**src/rtl/imem_loader.sv**
```systemverilog
// -----------------------------------------------------------------------------
// imem_loader
//
// Purpose:
//   Boot loader that receives an instruction image over a byte stream and writes
//   it into instruction memory one 32-bit word per cycle. It then fills the rest
//   of the memory with HALT_WORD and releases the core from reset.
//
//   Frame layout:
//     - word count N, 16-bit little-endian (2 bytes);
//     - 4*N instruction bytes, each word little-endian;
//     - with IMEM_LOADER_CHECKSUM_EN, one extra byte equal to the XOR of all
//       4*N data bytes.
//
//   A count of zero, or a count larger than DEPTH, sends the FSM to ERR. A
//   checksum mismatch also sends it to ERR. Words written before the check stay
//   written.
//
// Parameters:
//   DEPTH      instruction-memory depth in 32-bit words (must fit in 16 bits)
//   HALT_WORD  fill word written to every word past the image
//
// Ports:
//   clk        sole clock, rising edge
//   rst_n      asynchronous active-low reset
//   start      one-cycle pulse; restarts a load from DONE or ERR
//   rx_valid   byte-stream valid
//   rx_data    byte-stream data
//   rx_ready   byte-stream ready (byte taken when rx_valid && rx_ready)
//   we         IMEM write strobe
//   waddr      IMEM byte address (word index << 2)
//   wdata      IMEM write data
//   cpu_rst_n  core reset, high only in DONE
//   done       high in DONE
//   error      high in ERR
//
// Optional feature:
//   IMEM_LOADER_CHECKSUM_EN  adds the CHK state and the XOR accumulator.
// -----------------------------------------------------------------------------
module imem_loader #(
  parameter int unsigned DEPTH     = 256,
  parameter logic [31:0] HALT_WORD = 32'h00000063
) (
  input  logic        clk,
  input  logic        rst_n,
  input  logic        start,
  input  logic        rx_valid,
  input  logic [7:0]  rx_data,
  output logic        rx_ready,
  output logic        we,
  output logic [31:0] waddr,
  output logic [31:0] wdata,
  output logic        cpu_rst_n,
  output logic        done,
  output logic        error
);

  localparam logic [2:0] S_CNT_LO = 3'd0;
  localparam logic [2:0] S_CNT_HI = 3'd1;
  localparam logic [2:0] S_DATA   = 3'd2;
  localparam logic [2:0] S_WRITE  = 3'd3;
  localparam logic [2:0] S_CHK    = 3'd4;
  localparam logic [2:0] S_FILL   = 3'd5;
  localparam logic [2:0] S_DONE   = 3'd6;
  localparam logic [2:0] S_ERR    = 3'd7;

  localparam logic [16:0] DEPTH_W  = 17'(DEPTH);
  localparam logic [15:0] LAST_IDX = 16'(DEPTH - 1);

  logic [2:0]  state_q, state_d;
  logic [15:0] idx_q, idx_d;
  logic [15:0] count_q, count_d;
  logic [1:0]  bcnt_q, bcnt_d;
  logic [31:0] word_q, word_d;
  logic        accept;
  logic [15:0] n_new;
  logic [15:0] idx_inc;

`ifdef IMEM_LOADER_CHECKSUM_EN
  logic [7:0]  xor_q, xor_d;
`endif

  // rx_ready depends on the state only, so no path exists from rx_valid to any output.
  assign rx_ready  = (state_q == S_CNT_LO) || (state_q == S_CNT_HI) ||
                     (state_q == S_DATA)   || (state_q == S_CHK);
  assign we        = (state_q == S_WRITE) || (state_q == S_FILL);
  assign waddr     = {14'd0, idx_q, 2'b00};
  assign wdata     = (state_q == S_FILL) ? HALT_WORD : word_q;
  assign cpu_rst_n = (state_q == S_DONE);
  assign done      = (state_q == S_DONE);
  assign error     = (state_q == S_ERR);

  assign accept  = rx_valid && rx_ready;
  assign n_new   = {rx_data, count_q[7:0]};
  assign idx_inc = idx_q + 16'd1;

  always_comb begin
    state_d = state_q;
    idx_d   = idx_q;
    count_d = count_q;
    bcnt_d  = bcnt_q;
    word_d  = word_q;
`ifdef IMEM_LOADER_CHECKSUM_EN
    xor_d   = xor_q;
`endif

    case (state_q)
      S_CNT_LO: begin
`ifdef IMEM_LOADER_CHECKSUM_EN
        xor_d = 8'd0;
`endif
        if (accept) begin
          count_d = {count_q[15:8], rx_data};
          state_d = S_CNT_HI;
        end
      end

      S_CNT_HI: begin
        if (accept) begin
          count_d = n_new;
          if ((n_new == 16'd0) || ({1'b0, n_new} > DEPTH_W)) begin
            state_d = S_ERR;
          end else begin
            state_d = S_DATA;
          end
        end
      end

      S_DATA: begin
        if (accept) begin
          // Shift in from the top. After four bytes the first byte sits in [7:0].
          word_d = {rx_data, word_q[31:8]};
          bcnt_d = bcnt_q + 2'd1;
`ifdef IMEM_LOADER_CHECKSUM_EN
          xor_d  = xor_q ^ rx_data;
`endif
          if (bcnt_q == 2'd3) begin
            state_d = S_WRITE;
          end
        end
      end

      S_WRITE: begin
        idx_d = idx_inc;
        if (idx_inc == count_q) begin
`ifdef IMEM_LOADER_CHECKSUM_EN
          state_d = S_CHK;
`else
          // A full-depth image has nothing to fill.
          state_d = (count_q == DEPTH_W[15:0]) ? S_DONE : S_FILL;
`endif
        end else begin
          state_d = S_DATA;
        end
      end

`ifdef IMEM_LOADER_CHECKSUM_EN
      S_CHK: begin
        if (accept) begin
          if (rx_data == xor_q) begin
            state_d = (count_q == DEPTH_W[15:0]) ? S_DONE : S_FILL;
          end else begin
            state_d = S_ERR;
          end
        end
      end
`endif

      S_FILL: begin
        idx_d = idx_inc;
        if (idx_q == LAST_IDX) begin
          state_d = S_DONE;
        end
      end

      S_DONE, S_ERR: begin
        if (start) begin
          state_d = S_CNT_LO;
          idx_d   = 16'd0;
          count_d = 16'd0;
          bcnt_d  = 2'd0;
          word_d  = 32'd0;
        end
      end

      default: begin
        state_d = S_CNT_LO;
      end
    endcase
  end

  always_ff @(posedge clk or negedge rst_n) begin
    if (!rst_n) begin
      state_q <= S_CNT_LO;
      idx_q   <= 16'd0;
      count_q <= 16'd0;
      bcnt_q  <= 2'd0;
      word_q  <= 32'd0;
    end else begin
      state_q <= state_d;
      idx_q   <= idx_d;
      count_q <= count_d;
      bcnt_q  <= bcnt_d;
      word_q  <= word_d;
    end
  end

`ifdef IMEM_LOADER_CHECKSUM_EN
  always_ff @(posedge clk or negedge rst_n) begin
    if (!rst_n) begin
      xor_q <= 8'd0;
    end else begin
      xor_q <= xor_d;
    end
  end
`endif

endmodule

```
**config.mk**
```make
export PLATFORM = sky130hd
export DESIGN_NAME = imem_loader
export DESIGN_NICKNAME = d
export VERILOG_FILES = /design/src/rtl/imem_loader.sv
export SDC_FILE = /design/constraint.sdc
export NUM_CORES = 1
export LEC_CHECK = 0
export CAP_MARGIN = 20
export CELL_PAD_IN_SITES_DETAIL_PLACEMENT = 1
export CELL_PAD_IN_SITES_GLOBAL_PLACEMENT = 1
export CORE_ASPECT_RATIO = 0.75
export CORE_MARGIN = 2
export CORE_UTILIZATION = 40
export CTS_CLUSTER_DIAMETER = 60
export DETAILED_ROUTE_END_ITERATION = 12
export PLACE_DENSITY = 0.8
export SLEW_MARGIN = 20
export SYNTH_ARGS = -nofsm -noshare
export SYNTH_HDL_FRONTEND = slang
export SYNTH_SLANG_ARGS = --single-unit
```
**constraint.sdc**
```tcl
create_clock -name clk -period 5.4 [get_ports clk]
set_input_delay 0.81 -clock clk [delete_from_list [all_inputs] [get_ports clk]]
set_output_delay 0.81 -clock clk [all_outputs]
set_load 0.005 [all_outputs]
```
==> results of run 1 <==
-- cells in the final DEF (no fill, tap or decap), types with 3 or more instances in the layout --
cell type,instances
nand2_1,43
nor2b_1,3
o21ai_0,31
dfrtp_1,69
a21oi_1,13
clkbuf_16,9
o31ai_1,5
a22o_1,43
xor2_1,8
nand3_1,8
buf_4,4
nor4_1,8
conb_1,16
and2_1,30
xnor2_1,13
clkdlybuf4s50_1,63
nor3_1,7
nand4_1,6
nor2_1,28
inv_1,3
a31oi_1,3
nand2b_1,5
and3_1,3
-- flip-flops by register name, indices dropped and copies added (netlist names) --
register and flops:
word_q 32, bcnt_q 2, idx_q 16, state_q 3, count_q 16
-- per-stage QoR --
step | total power, mW | setup slack, ps | instance area [um2] | util
after CTS | 2.716 | 2037 | 4811 | 0.5231
final | 2.711 | 2047 | 4811 | 0.5231
after detailed placement | 2.060 | 2408 | 4494 | 0.4887
after global placement | 2.007 | 2475 | 4494 | 0.4887
after global routing | 2.882 | 1855 | 4811 | 0.5231
after floorplan | 1.568 | 2825 | 3911 | -
-- path summary, 6_finish.rpt --
path / depth (start not counted) / to
min reg2reg: 1 / word_q[3]
min in group asynchronous: 2 / idx_q[11]
max: 4 / wdata[12]
max reg2reg: 8 / state_q[2]
min: 1 / word_q[3]
max in group asynchronous: 2 / count_q[15]
-- power breakdown --
part           switching [mW]  leakage (nW)  internal [mW]  total (mW)
logic                   0.599         0.983          0.585        1.18
clock network           0.227         0.156          0.405       0.632
registers               0.208         0.909          0.687       0.895
total                    1.03          2.05           1.68        2.71
-- cells by family (layout without fill, tap and decap cells) --
logic type | count (synthesis) | in the layout | synth area share
compound gates | 111 | 111 | 0.2055
xor+xnor | 21 | 21 | 0.04771
fa+ha+maj | 2 | 2 | 0.006490
buf+inv | 47 | 87 | 0.06654
flops | 69 | 69 | 0.4479
mux | 2 | 2 | 0.005518
other cells | 1 | 16 | 0.0009728
simple gates | 158 | 158 | 0.2194
-- layout make-up --
type	count	area, um2
tap	128	160.2
clock inverter	6	87.58
fill	1060	4385
inverter	3	11.26
clock buffer	10	229.0
sequential	69	1727
timing repair buffer	68	665.6
multi-input combinational	310	1931
-- metal layers --
metal / wire length, um / share of wire / vias up / global-route usage
met3: 523 / 0.045 / 9 / 0.03763
met1: 5444 / 0.47 / 1743 / 0.3132
met4: 90 / 0.0078 / 0 / 0.06024
met5: 0 / 0 / - / 0
li1: - / - / 1538 / -
met2: 5466 / 0.47 / 90 / 0.3631
-- worst register-to-register path: stages, from the launching register on --
cell,delay (ps)
dfrtp_1,500
ha_1,390
nand4_4,180
nor4_1,620
xnor2_1,200
a21oi_1,90
nor4_1,370
nand4_2,200
a2111oi_2,390
-- Yosys cell counts, types with 3 or more instances --
cell / n
dfrtp_1: 69
a22o_1: 43
nand2_1: 43
o21ai_0: 32
and2_1: 30
nor2_1: 29
clkbuf_1: 21
buf_4: 18
a21oi_1: 13
xnor2_1: 13
nand3_1: 8
nor4_1: 8
xor2_1: 8
nor3_1: 7
nand4_1: 6
nand2b_1: 5
o31ai_1: 5
a31oi_1: 3
and3_1: 3
buf_2: 3
inv_1: 3
nor2b_1: 3
==> out/results.ini, run 1 <==
[run_status]
status=complete, no violations

[flow_run]
cap_violations=0

[sta]
drv_slew=0
setup_tns_ps=0
rsz0062_at_grt=false
period_share=0.6209
timing.fmax_mhz=298.2
hold_viol=0
holdWs_ps=494.3
tightest_slew_ps=1106
min_period_ps=3353
slew_headroom=0.2629
skew_ps=6.317
setup_violations=0

[cells_and_area]
diodes=0
area_growth_pct=24.80
nets=475
instances_no_fill=594
layout-drive-gt1-share=0.07511

[placed_design]
dp_cells=578
gp_congestion=0.8340
dp_hpwl_mm=7.823
port-buffer-count=64

[logic_synthesis]
synth.area.top_cells=dfrtp_1, a22o_1, and2_1
async_flop_share=1.000
ys_seq_elements=69
synth_warnings=0
ys_seq_area_frac=0.4479
synth.avg_cell_area_um2=9.379
syn_area_um2=3855
ys_types=53
synth_top_area_cell=dfrtp_1
synth_edf_count=0
synth_top_flop_cell=dfrtp_1
synth_top_area_share=0.4479
netlist_instances=411

[critical_path]
cp_max_fo=33
cp.required_ps=4590
crit_start=state_q[2]
worstSetupPathType=reg -> out
cp_slowest_stage_delay_ps=540
crit_family=simple AND/OR/NAND/NOR gates
crit-reg2reg-launch=idx_q[0]
regToRegSetupSlack_ps=2340
path_buf_inv=1
endpoint_kind=primary output
crit_chain=nor2b_1 -> nand2_1 -> and2_1 -> clkdlybuf4s50_1
critPathLaunchType=flip-flop
crit_slowest_cell=nand2_1
crit_arrival_ps=2540

[grt]
grtUsageTotal=0.2229
grt_max_degree=70
antenna_found_initial=0
grt_pass1_wl_mm=18.33
grt_pass1_vias=3366
grt_overflow=0

[power]
max-vdd-ir-drop_uv=183.3
power_leakage_nw=2.048
power-per-cell-area_nw_per_um2=563.5

[drt]
via_per_inst=5.690
drt_iter0_markers=208
antenna_left=0
wirelength_mm=11.53
via_count=3380
dr.pass1.iters=4
wl_per_cell_um=19.40
drc_errors=0

[floorplanning]
die-area_um2=10450
pin_count=81
die_h_um=89.02
die_w_um=117.4
rows=30
start_util=0.4192
core_area_um2=9196

[min_path]
min_path_type=reg -> reg
min_from=word_q[3]

[clock_tree]
cts_tree=done
clkTransAtPathRegs_ps=60
cts_buffer_depth=2
clkLatencyLatePin_ps=320
cts_buffers=9
cts.htree.levels=3
cts_resized=0
clock-root-buffer=clkbuf_16
cts_hold_buffers=0
clkSinkCount=69
postCtsSetupRepairBufs=0

(Power assumes the default switching activity.)
==> inputs of run 2 (changes only) <==
Settings changed: CORE_UTILIZATION 40 to 39, PLACE_DENSITY 0.8 to 0.78.
Clock period 5.4 ns to 3.15 ns, I/O delays scaled along.
==> run 2 against run 1 <==
Non-clock buffer count up 4. Sequential share of layout area decreased by 0.64 points. Wire length shrank 1.9%. Via count fell by 0.92%. Combinational power rose by 74%. Utilization is 1.4 points lower. First-iteration DRC count fell by 16%. Critical endpoint is now state_q[2]. Register-to-register slack worse by 2000 ps. Cell area rose by 1.8%. Critical path type is now reg -> reg. Die area increased by 2.5%. Cell count is 1.2% higher.
==> out/results.ini, run 2 (synthesized netlist as in run 1, its figures left out) <==
[placed_design]
dp_cells=586  ; +1.4%
gp_congestion=0.8727  ; +4.6%
port-buffer-count=64  ; unchanged
dp_hpwl_mm=7.921  ; +1.2%
place_area_um2=4529  ; +0.78%

[cells_and_area]
n_fill_cell=1117  ; +5.4%
area_growth_pct=27.07
largest_register_ffs=32  ; unchanged
largest-register=word_q
instances_no_fill=601  ; +1.2%
biggestRegsByFlops=word_q: 32 flops, count_q: 16 flops, idx_q: 16 flops
layout-drive-gt1-share=0.08316  ; +0.008048
layout_commonest_cell=dfrtp_1
post-route-cell-area_um2=4898  ; +1.8%
nets=479  ; +0.84%
layout_common_cells=dfrtp_1, clkdlybuf4s50_1, nand2_1, a22o_1, o21ai_0
diodes=0  ; unchanged

[critical_path]
crit_arrival_ps=3050  ; +510 ps
cp_max_fo=7  ; -79%
critPathLaunchType=flip-flop
worstSetupPathType=reg -> reg
endpoint_kind=flip-flop
cp.required_ps=3370  ; -1220 ps

[clock_tree]
cts_buffer_depth=2  ; unchanged
cts.htree.levels=3  ; unchanged
clkTransAtPathRegs_ps=60  ; about the same
cts_tree=done
clock-root-buffer=clkbuf_16
clkSinkCount=69  ; unchanged
clkLatencyLatePin_ps=330  ; about the same
cts_buffers=9  ; unchanged

[drt]
via_per_inst=5.572  ; -2.1%
wl_per_cell_um=18.81  ; -3.1%
dr.pass1.iters=4  ; unchanged
via_count=3349  ; -0.92%
drt_iter0_markers=174  ; -16%
wirelength_mm=11.30  ; -1.9%
antenna_left=0  ; unchanged
drc_errors=0  ; unchanged

[sta]
holdWs_ps=188.3  ; -306.0 ps
setup_violations=0  ; unchanged
timing.fmax_mhz=352.8
skew_ps=3.575  ; -2.742 ps
setup_tns_ps=0  ; unchanged
period_share=0.8998
drv_slew=0  ; unchanged
tightest_slew_ps=1021  ; -84.43 ps
hold_viol=0  ; unchanged
slew_headroom=0.3192  ; +0.05628
rsz0062_at_grt=false
min_period_ps=2834

[min_path]
min_path_type=in -> async

[grt]
grt_pass1_vias=3362  ; -0.12%
grtUsageTotal=0.2178  ; -0.005117
grt_pass1_wl_mm=18.32  ; about the same
grt_overflow=0  ; unchanged
antenna_found_initial=0  ; unchanged
grt_max_degree=35  ; -50%

[floorplanning]
die_w_um=118.8  ; +1.2%
core_area_um2=9619  ; +4.6%
pin_count=81  ; unchanged
rows=31  ; +3.3%
die-area_um2=10700  ; +2.5%
die_h_um=90.10  ; +1.2%
start_util=0.4008  ; -0.01843

[power]
p_total_mw=4.806  ; +77%
power_leakage_nw=2.087  ; +1.9%
max-vdd-ir-drop_uv=318.0  ; +73%
power-per-cell-area_nw_per_um2=981.1  ; +74%

[run_status]
status=complete, no violations

[flow_run]
cap_violations=0  ; unchanged

-- run 2: metal layers --
layer / vias up / wire, um / track usage
met5: - / 0 / 0
met4: 0 / 130 / 0.05952
met3: 10 / 480 / 0.05266
met2: 80 / 5316 / 0.3410
met1: 1710 / 5375 / 0.3018
li1: 1549 / - / -
-- run 2: timing repair --
| item | 4_1_cts | 5_1_grt |
|---|---|---|
| gates resized for setup | 0 | 1 |
| buffers inserted | 0 | 0 |
| hold endpoints to repair | 0 | 0 |
| endpoints found under the setup margin | 0 | 1 |
| hold buffers | 0 | 0 |
-- run 2: area by class of cell --
| cell class | count | area, um2 | area share |
|---|---|---|---|
| Multi-Input combinational cell | 310 | 1937 | 0.3954 |
| Clock inverter | 4 | 120.1 | 0.02452 |
| Sequential cell | 69 | 1727 | 0.3525 |
| Timing Repair Buffer | 72 | 695.7 | 0.1420 |
| Inverter | 3 | 11.26 | 0.002299 |
| Clock buffer | 11 | 242.7 | 0.04955 |
| Tap cell | 132 | 165.2 | 0.03372 |
-- run 2: critical path, stage by stage (launching register included) --
cell	delay, ps
dfrtp_1	460
ha_1	370
nand4_4	190
nor4_2	440
xnor2_1	160
a21oi_1	80
nor4_1	360
nand4_2	220
a2111oi_2	430
-- run 2: power breakdown --
part	internal [mW]	switching [mW]
Combinational	1.02	1.02
Clock	0.871	0.376
Sequential	1.18	0.335
-- run 2: path summary, 6_finish.rpt --
path	startpoint	endpoint	slack, ps	cells past startpoint
min in group clk	word_q[0]	word_q[0]	490	1
max in group asynchronous	rst_n	word_q[0]	2130	2
max reg2reg	idx_q[1]	state_q[2]	320	8
min	rst_n	idx_q[7]	190	1
min reg2reg	word_q[0]	word_q[0]	490	1
max	idx_q[1]	state_q[2]	320	8
-- run 2: stage by stage --
step	setup slack (ps)	util
2_1_floorplan	574.9	-
3_3_place_gp	441.6	0.4709
3_5_place_dp	222.4	0.4709
4_1_cts	174.5	0.5086
5_1_grt	79.34	0.5092
6_report	315.8	0.5092
==> inputs of run 3 (changes only) <==
Settings changed: CTS_CLUSTER_DIAMETER 60 to 50.
==> results of run 3 <==
Final layout, timing and power as in run 2 (identical DEF).
